## config.mk

```make
export PLATFORM = sky130hd
export DESIGN_NAME = burst_transmitter
export DESIGN_NICKNAME = d
export VERILOG_FILES = /design/src/rtl/burst_transmitter_pkg.sv /design/src/rtl/burst_transmitter.sv
export SDC_FILE = /design/constraint.sdc
export NUM_CORES = 1
export LEC_CHECK = 0
export CORE_MARGIN = 5
export CORE_UTILIZATION = 45
export CTS_CLUSTER_DIAMETER = 60
export DETAILED_ROUTE_END_ITERATION = 16
export PLACE_DENSITY_LB_ADDON = 0.2
export SLEW_MARGIN = 20
export SYNTH_ARGS = -nofsm -noshare
export SYNTH_HDL_FRONTEND = slang
export SYNTH_SLANG_ARGS = --single-unit
```

## constraint.sdc

```tcl
create_clock -name clk -period 3 [get_ports clk]
set_clock_uncertainty 0.1 [all_clocks]
set_input_delay 0.3 -clock clk [delete_from_list [all_inputs] [get_ports clk]]
set_output_delay 0.3 -clock clk [all_outputs]
set_load 0.1 [all_outputs]
```

## src/rtl/burst_transmitter_pkg.sv

```systemverilog
// Shared types, end-cause codes and parity helper for the burst transmitter.
package burst_transmitter_pkg;

  // Transmitter control states.
  typedef enum logic [2:0] {
    ST_IDLE   = 3'd0,
    ST_FETCH  = 3'd1,
    ST_WAIT   = 3'd2,
    ST_SEND   = 3'd3,
    ST_ACKLOW = 3'd4,
    ST_DONE   = 3'd5
  } tx_state_t;

  // Reason the last run ended.
  localparam logic [1:0] EC_LEN   = 2'b00;
  localparam logic [1:0] EC_SENT  = 2'b01;
  localparam logic [1:0] EC_LAST  = 2'b10;
  localparam logic [1:0] EC_ABORT = 2'b11;

  // Widest word the parity helper accepts; narrower words are zero-extended,
  // which leaves both XOR- and XNOR-reduction unchanged.
  localparam int PAR_MAX_W = 64;

  // Even mode drives XNOR-reduce(word), odd mode drives XOR-reduce(word).
  function automatic logic tx_parity(input logic [PAR_MAX_W-1:0] word, input logic odd);
    logic red_s;
    red_s = ^word;
    if (odd) begin
      return red_s;
    end else begin
      return ~red_s;
    end
  endfunction

endpackage

```

## src/rtl/burst_transmitter.sv

```systemverilog
// Streams a run of words from a synchronous source RAM onto a four-phase
// req/ack link with a per-word parity bit. A run is armed by start and ends
// on sentinel, programmed length, last address or abort.
module burst_transmitter
  import burst_transmitter_pkg::*;
#(
  parameter int              ADDR_W   = 12,
  parameter int              WIDTH    = 16,
  parameter logic [WIDTH-1:0] SENTINEL = {WIDTH{1'b1}}
) (
  input  logic              clk,
  input  logic              rst_n,
  input  logic              start,
  input  logic [ADDR_W-1:0] src_start,
  input  logic [ADDR_W:0]   src_len,
  input  logic              sentinel_en,
  input  logic              odd_parity,
  input  logic              abort,
  output logic [ADDR_W-1:0] src_addr,
  output logic              src_rd,
  input  logic [WIDTH-1:0]  src_dout,
  output logic              req,
  input  logic              ack,
  input  logic              full,
  output logic [WIDTH-2:0]  bus_data,
  output logic              bus_msb,
  output logic              parity,
  output logic              busy,
  output logic              done,
  output logic [ADDR_W:0]   words_sent,
  output logic [1:0]        end_cause
);

  tx_state_t         state_r;
  tx_state_t         state_s;
  logic [1:0]        cause_s;
  logic              accept_s;
  logic              start_ok_s;
  logic              hit_sent_s;
  logic              hit_len_s;
  logic              hit_last_s;
  logic [ADDR_W:0]   cnt_inc_s;

  logic [ADDR_W:0]   len_r;
  logic              sent_en_r;
  logic              odd_r;
  logic [ADDR_W-1:0] src_addr_r;
  logic              src_rd_r;
  logic              req_r;
  logic [WIDTH-1:0]  word_r;
  logic              parity_r;
  logic              busy_r;
  logic              done_r;
  logic [ADDR_W:0]   words_sent_r;
  logic [1:0]        end_cause_r;

  assign start_ok_s = start && ((state_r == ST_IDLE) || (state_r == ST_DONE));
  assign cnt_inc_s  = words_sent_r + {{ADDR_W{1'b0}}, 1'b1};
  assign hit_sent_s = sent_en_r && (word_r == SENTINEL);
  assign hit_len_s  = (len_r != {(ADDR_W+1){1'b0}}) && (cnt_inc_s == len_r);
  assign hit_last_s = (src_addr_r == {ADDR_W{1'b1}});

  // State register.
  always_ff @(posedge clk or negedge rst_n) begin
    if (!rst_n) begin
      state_r <= ST_IDLE;
    end else begin
      state_r <= state_s;
    end
  end

  // Next-state, word acceptance and end-cause selection.
  always_comb begin
    state_s  = state_r;
    cause_s  = EC_LEN;
    accept_s = 1'b0;
    case (state_r)
      ST_IDLE, ST_DONE: begin
        if (start) begin
          state_s = ST_FETCH;
        end else begin
          state_s = state_r;
        end
      end
      ST_FETCH: begin
        if (abort) begin
          state_s = ST_DONE;
          cause_s = EC_ABORT;
        end else begin
          state_s = ST_WAIT;
        end
      end
      ST_WAIT: begin
        if (abort) begin
          state_s = ST_DONE;
          cause_s = EC_ABORT;
        end else begin
          state_s = ST_SEND;
        end
      end
      ST_SEND: begin
        accept_s = req_r && ack;
        if (abort) begin
          state_s = ST_DONE;
          cause_s = EC_ABORT;
        end else if (accept_s) begin
          if (hit_sent_s) begin
            state_s = ST_DONE;
            cause_s = EC_SENT;
          end else if (hit_len_s) begin
            state_s = ST_DONE;
            cause_s = EC_LEN;
          end else if (hit_last_s) begin
            state_s = ST_DONE;
            cause_s = EC_LAST;
          end else begin
            state_s = ST_ACKLOW;
          end
        end else begin
          state_s = ST_SEND;
        end
      end
      ST_ACKLOW: begin
        if (abort) begin
          state_s = ST_DONE;
          cause_s = EC_ABORT;
        end else if (!ack) begin
          state_s = ST_FETCH;
        end else begin
          state_s = ST_ACKLOW;
        end
      end
      default: begin
        state_s = ST_IDLE;
      end
    endcase
  end

  // Status outputs registered from the next state so they line up with it.
  always_ff @(posedge clk or negedge rst_n) begin
    if (!rst_n) begin
      src_rd_r <= 1'b0;
      busy_r   <= 1'b0;
      done_r   <= 1'b0;
      req_r    <= 1'b0;
    end else begin
      src_rd_r <= (state_s == ST_FETCH);
      busy_r   <= (state_s == ST_FETCH) || (state_s == ST_WAIT) ||
                  (state_s == ST_SEND)  || (state_s == ST_ACKLOW);
      done_r   <= (state_s == ST_DONE);
      // Offer the word only while the receiver is neither full nor acking;
      // a held word is simply re-offered once full clears.
      req_r    <= (state_s == ST_SEND) && !full && !ack;
    end
  end

  // Run configuration, address, word capture, counter and end cause.
  always_ff @(posedge clk or negedge rst_n) begin
    if (!rst_n) begin
      len_r        <= {(ADDR_W+1){1'b0}};
      sent_en_r    <= 1'b0;
      odd_r        <= 1'b0;
      src_addr_r   <= {ADDR_W{1'b0}};
      word_r       <= {WIDTH{1'b0}};
      parity_r     <= 1'b0;
      words_sent_r <= {(ADDR_W+1){1'b0}};
      end_cause_r  <= EC_LEN;
    end else begin
      if (start_ok_s) begin
        len_r        <= src_len;
        sent_en_r    <= sentinel_en;
        odd_r        <= odd_parity;
        src_addr_r   <= src_start;
        words_sent_r <= {(ADDR_W+1){1'b0}};
        end_cause_r  <= EC_LEN;
      end else begin
        if ((state_r == ST_WAIT) && (state_s == ST_SEND)) begin
          word_r   <= src_dout;
          parity_r <= tx_parity(PAR_MAX_W'(src_dout), odd_r);
        end else begin
          word_r   <= word_r;
          parity_r <= parity_r;
        end
        if (accept_s) begin
          words_sent_r <= cnt_inc_s;
        end else begin
          words_sent_r <= words_sent_r;
        end
        if (accept_s && (state_s == ST_ACKLOW)) begin
          src_addr_r <= src_addr_r + {{(ADDR_W-1){1'b0}}, 1'b1};
        end else begin
          src_addr_r <= src_addr_r;
        end
        if ((state_s == ST_DONE) && (state_r != ST_DONE)) begin
          end_cause_r <= cause_s;
        end else begin
          end_cause_r <= end_cause_r;
        end
      end
    end
  end

  assign src_addr   = src_addr_r;
  assign src_rd     = src_rd_r;
  assign req        = req_r;
  assign bus_data   = word_r[WIDTH-2:0];
  assign bus_msb    = word_r[WIDTH-1];
  assign parity     = parity_r;
  assign busy       = busy_r;
  assign done       = done_r;
  assign words_sent = words_sent_r;
  assign end_cause  = end_cause_r;

endmodule

```

* Word level (Yosys, flattened, before mapping) *
Cells that the tools add are included.

storage, ports and cells
  bits in registers = 66
  input bits = 49
  bits in read-only memories = 0
  bits in latches = 0
  output and inout bits = 48
  bits in writable memories = 0
  memories kept = 0

operators by class
  $lt $le $gt $ge = 0
  bitwise gates (word level) = 2
  equal/unequal tests = 14
  reductions and logical operators = 24
  add/subtract/negate cells = 2
  muxes and demuxes = 26
  shift operators = 0
  $mul = 0
  div/mod/pow operators = 0

operators by type and width
  cell                     count
  $reduce_xor A64 Y1       1
  $mux W13                 2
  $mux W12                 2
  $mux W3                  7
  $eq A16 B16 Y1 const B   1
  $mux W2                  8
  $pmux W3 S5              1
  $add A13 B1 Y13 const B  1
  $eq A13 B13 Y1           1
  $reduce_bool A13 Y1      1
  $add A12 B1 Y12 const B  1
  $eq A12 B12 Y1 const B   1
  $eq A3 B2 Y1 const B     4
  $eq A3 B3 Y1 const B     4
  $logic_and A1 B1 Y1      9
  $eq A3 B1 Y1 const B     2
  $reduce_bool A2 Y1       3
  $mux W1                  5
  $logic_or A1 B1 Y1       4
  $pmux W2 S2              1
  $logic_not A3 Y1         1
  $ne A3 B3 Y1 const B     1
  $reduce_or A3 Y1         1
  $logic_not A1 Y1         2
  3 further kinds          4

* Longest topological paths before layout *
  depth after elaboration = 12
  gate-level depth with buffers = 9
  mapped depth without buffers = 9

* Worst setup path after synthesis *
OpenSTA, ideal clock, no wires.

  path kind = flip-flop to flip-flop
  start point = register words_sent_r[0], in the netlist words_sent[0]
  end point = register src_addr_r[4], in the netlist src_addr[4]
  path buffers = 0
  arrival = 2.962 ns
  cell stages (with the launch flop) = 10
  slack = -0.187 ns
  cell sequence = dfrtp_1 > ha_1 > nand2_4 > nor3_2 > xor2_1 > o21ai_1 > nand4_4 > nand4_1 > xnor2_1 > mux2_2

between the ends
  cells in the longest elaborated chain, start to end = 11

RTL lines
  what                          RTL line                  source
  start, declared               burst_transmitter.sv:54   logic [ADDR_W:0] words_sent_r;
  start signal, assigned        burst_transmitter.sv:166  words_sent_r <= {(ADDR_W+1){1'b0}};
  start signal, assigned        burst_transmitter.sv:174  words_sent_r <= {(ADDR_W+1){1'b0}};
  start signal, assigned        burst_transmitter.sv:185  words_sent_r <= cnt_inc_s;
  $add A13 B1 Y13               burst_transmitter.sv:58   assign cnt_inc_s = words_sent_r + {{ADDR_W{1'b0}}, 1'b1};
  $eq A13 B13 Y1                burst_transmitter.sv:60   assign hit_len_s = (len_r != {(ADDR_W+1){1'b0}}) && (cnt_inc_s == len_r);
  $logic_and A1 B1 Y1           burst_transmitter.sv:60
  $mux W1                       burst_transmitter.sv:110  end else if (hit_len_s) begin
  $mux W1                       burst_transmitter.sv:107  if (hit_sent_s) begin
  $mux W3                       burst_transmitter.sv:106  end else if (accept_s) begin
  $mux W3                       burst_transmitter.sv:103  if (abort) begin
  $pmux W3 S5                   burst_transmitter.sv:77   case (state_r)
  $eq A3 B3 Y1                  burst_transmitter.sv:189  if (accept_s && (state_s == ST_ACKLOW)) begin
  $logic_and A1 B1 Y1           burst_transmitter.sv:189
  $reduce_bool A2 Y1 (no line)  -
  end signal, assigned          burst_transmitter.sv:173  src_addr_r <= src_start;
  end signal, assigned          burst_transmitter.sv:190  src_addr_r <= src_addr_r + {{(ADDR_W-1){1'b0}}, 1'b1};
  end signal, assigned          burst_transmitter.sv:192  src_addr_r <= src_addr_r;
  end, declared                 burst_transmitter.sv:47   logic [ADDR_W-1:0] src_addr_r;

Every way passes these cells.
A chain may end at the register's enable or synchronous reset.

* Final worst setup path *
  start point = register words_sent_r[0], in the netlist words_sent[0]
  end point = register end_cause_r[1], in the netlist end_cause[1]

between the ends
  cells in the longest elaborated chain, start to end = 11

RTL lines
  what                          RTL line                  source
  $add A13 B1 Y13 (*)           burst_transmitter.sv:58
  $eq A13 B13 Y1 (*)            burst_transmitter.sv:60
  $logic_and A1 B1 Y1 (*)       burst_transmitter.sv:60
  $mux W1                       burst_transmitter.sv:110
  $mux W1                       burst_transmitter.sv:107
  $mux W3                       burst_transmitter.sv:106
  $mux W3                       burst_transmitter.sv:103
  $pmux W3 S5                   burst_transmitter.sv:77
  $eq A3 B3 Y1                  burst_transmitter.sv:194  if ((state_s == ST_DONE) && (state_r != ST_DONE)) begin
  $logic_and A1 B1 Y1           burst_transmitter.sv:194
  $reduce_bool A2 Y1 (no line)  -
  end signal, assigned          burst_transmitter.sv:195  end_cause_r <= cause_s;
  end signal, assigned          burst_transmitter.sv:197  end_cause_r <= end_cause_r;
  end, declared                 burst_transmitter.sv:55   logic [1:0] end_cause_r;

Every way passes the cells marked *; elsewhere a longest branch is shown, timed or not. The select of a mux whose other input is x is not followed.

==> metrics.md <==
| Metric | Value |
|---|---|
| Status | complete, no violations |
| Slew Viols, Final | 0 |
| Layout cells sized above 1 | 22.1% |
| Leak Pwr | 2.14 nW |
| Most common cell after layout, fill and taps aside | nand2_1 |
| Critical path required time | 3100 ps |
| Vias in the first global route | 3264 |
| Fraction of registers with async set/reset | 100% |
| CTS sink cnt | 66 |
| Highest clock rate | 368 MHz |
| Flops & latches, synth | 66 |
| Tot Pwr | 5.50 mW |
| Part of the cycle the worst path needs | 90.6% |
| Worst path arrival time | 2820 ps |
| YS warnings | 0 |
| Post-detail-place hpwl | 6.95 mm |
| Most frequent cells in the layout | nand2_1 (71), dfrtp_1 (62), buf_4 (51) |
| GR Overflow Total | 0 |
| Cts hold-fix bufs | 1 |
| Row cnt | 33 |
| First-pass GRT wire length | 15.5 mm |
| Critical path launch point type | register |
| Cell area after synthesis | 3750 sq um |
| DRT Pass-1 Iters | 4 |
| Core area | 8180 sq um |
| CP Class | reg2reg |
| Number of top-level pins | 97 |
| Chip height | 101 um |
| Die Width | 101 um |
| Initial Util | 45.9% |
| Register area share after synthesis | 44.0% |
| Max_slew headroom | 43.3% |
| Largest net degree at the start of global routing | 35 |
| Gr usage total | 18.9% |
| Final WL | 9.50 mm |
| Placed cell areas | 4710 sq um |
| Hold Fails Final Rpt | 0 |
| Cell count after synthesis | 398 |
| Iter 0 DRT Violations | 127 |
| Total number of vias | 3355 |
| WHS | 383 ps |
| Largest fanout on the critical path | 7 |
| Die area | 10300 sq um |
| MaxCap Viol Count | 0 |
| Final setup vio count | 0 |
| Clock root cell | clkbuf_8 |
| Post-route cell area | 4910 sq um |
| Slew @ Worst Pin | 847 ps |
| VDD IR-drop max | 0.897 mV |
| Pwr Density | 1120 nW/um^2 |
| Final Wtd Congestion | 0.867 |
| CTS H-tree depth | 3 |
| CTS tree | yes |
| Post-DRT Antenna Nets | 0 |
| # fillers | 716 |
| Via density | 5.56 |
| DRC violations left | 0 |
| Hold WC Path Type | in2reg |
| Syn_nets | 449 |
| Port Buffers | 96 |
| Post-synth EDFFs | 0 |
| Post-CTS resize count | 0 |
| P&R area growth vs syn | 30.8% |
| Clock Tree Buf Depth | 2 |
| Routed len/inst | 15.8 um |
| RSZ-0062 raised after global routing | false |
| Netlist cell types | 57 |
| Synth Area per Inst | 9.43 sq um |
| Setup Fix Bufs, Post-CTS | 0 |
| Synth Flop Type | dfrtp_1 |
| Sum Neg Setup Slack | 0 ps |
| Clock latency at the later pin of the worst-skew pair | 340 ps |
| CP endpoint kind | register |
| Clock transition at path regs | 80 ps |
| Final Critical Period | 2720 ps |
| Cts bufs inserted | 9 |
| Antenna cell count | 0 |
| Final #Nets | 544 |
| Initial antenna violation count | 0 |
## flip-flops by register name (all words and copies together) (netlist names)
register,flops
req,1
done,1
sent_en_r,1
len_r,13
src_rd,1
end_cause,2
words_sent,13
state_r,3
word_r,16
busy,1
odd_r,1
parity,1
src_addr,12
## worst max-delay path, cell delays in order (launching register included)
cell	delay (ps)
dfrtp_2	460
ha_1	290
and2_1	200
o21a_1	190
o31a_1	240
a31oi_1	310
and3_1	260
a31oi_4	130
o311ai_1	300
o21ai_1	90
## cell families (layout without fill, tap and decap cells)
logic type	Yosys count	after routing	share of synthesized area, %
DFF	66	66	44.0
and+or+nand+nor	170	170	24.5
adders and majority gates	2	2	0.667
muxes	21	21	6.24
xor gates and xnor gates	38	38	8.87
AOI/OAI and AO/OA	76	76	13.1
buffers and inverters	25	125	2.67
## where the power goes
group	internal (mW)	switching (mW)
clock network	0.365	0.344
registers	1.23	0.399
logic	0.861	2.31
total	2.45	3.05
## path summary, 6_finish.rpt
kind / startpoint / to / slack [ps] / cells after the start
setup / recovery: words_sent[0] / end_cause[1] / 280 / 9
hold / removal: src_len[0] / len_r[0] / 380 / 3
setup reg to reg: words_sent[0] / end_cause[1] / 280 / 9
hold reg to reg: sent_en_r / sent_en_r / 400 / 2
max in group asynchronous: rst_n / word_r[2] / 1670 / 3
min in group asynchronous: rst_n / word_r[15] / 480 / 2
## routing by layer
layer | vias to the layer above | track usage (%) | wire [um]
li1 | 1600 | - | -
met1 | 1639 | 26.1 | 4350
met2 | 110 | 29.5 | 4500
met3 | 6 | 4.13 | 585
met4 | 0 | 6.44 | 71
met5 | - | 0 | 0
## stage by stage
step                      util [%]  instances  setup slack, ps
after CTS                     60.1        603              280
final                         60.1        603              281
after global routing          60.1        603             86.8
after floorplan                  -        398             42.0
after global placement        57.6        586              367
after detailed placement      57.6        586              297
## cell type report
cell class | count | area, sq um | share of cell area (%)
clock buffers | 12 | 165 | 3.36
multi-input cells | 307 | 2010 | 41.0
clock inverters | 4 | 25.0 | 0.510
well taps | 105 | 131 | 2.68
repair buffers | 101 | 888 | 18.1
flip-flops and latches | 66 | 1660 | 33.7
inverters | 8 | 30.0 | 0.612
## cell usage after synthesis (all sizes together), types with 2 or more instances
library cell  instances  area share, %
o21ai                33            4.4
dfrtp                66             44
nor4                  5            1.6
o41ai                 3           0.70
or3                   4           0.67
o31a                  2           0.47
nand2                73            7.6
buf                   6           0.77
and2                  4           0.67
nor3                  9            1.5
o211ai                3           0.60
a22oi                 4           0.93
and3                  5           0.83
a21oi                 9            1.2
mux2i                 2           0.53
nor2b                 2           0.33
a31oi                 8            1.7
xnor2                28            6.5
nand4                15            3.3
nand4b                4           0.93
nor3b                 4           0.80
xor2                 10            2.3
nand3                14            2.2
clkbuf               11            1.1
or2                   3           0.50
ha                    2           0.67
o21a                  2           0.40
nor2                 23            2.4
o21bai                2           0.40
inv                   8           0.80
mux2                 19            5.7
Note: power is estimated with default switching activity, not from simulation.
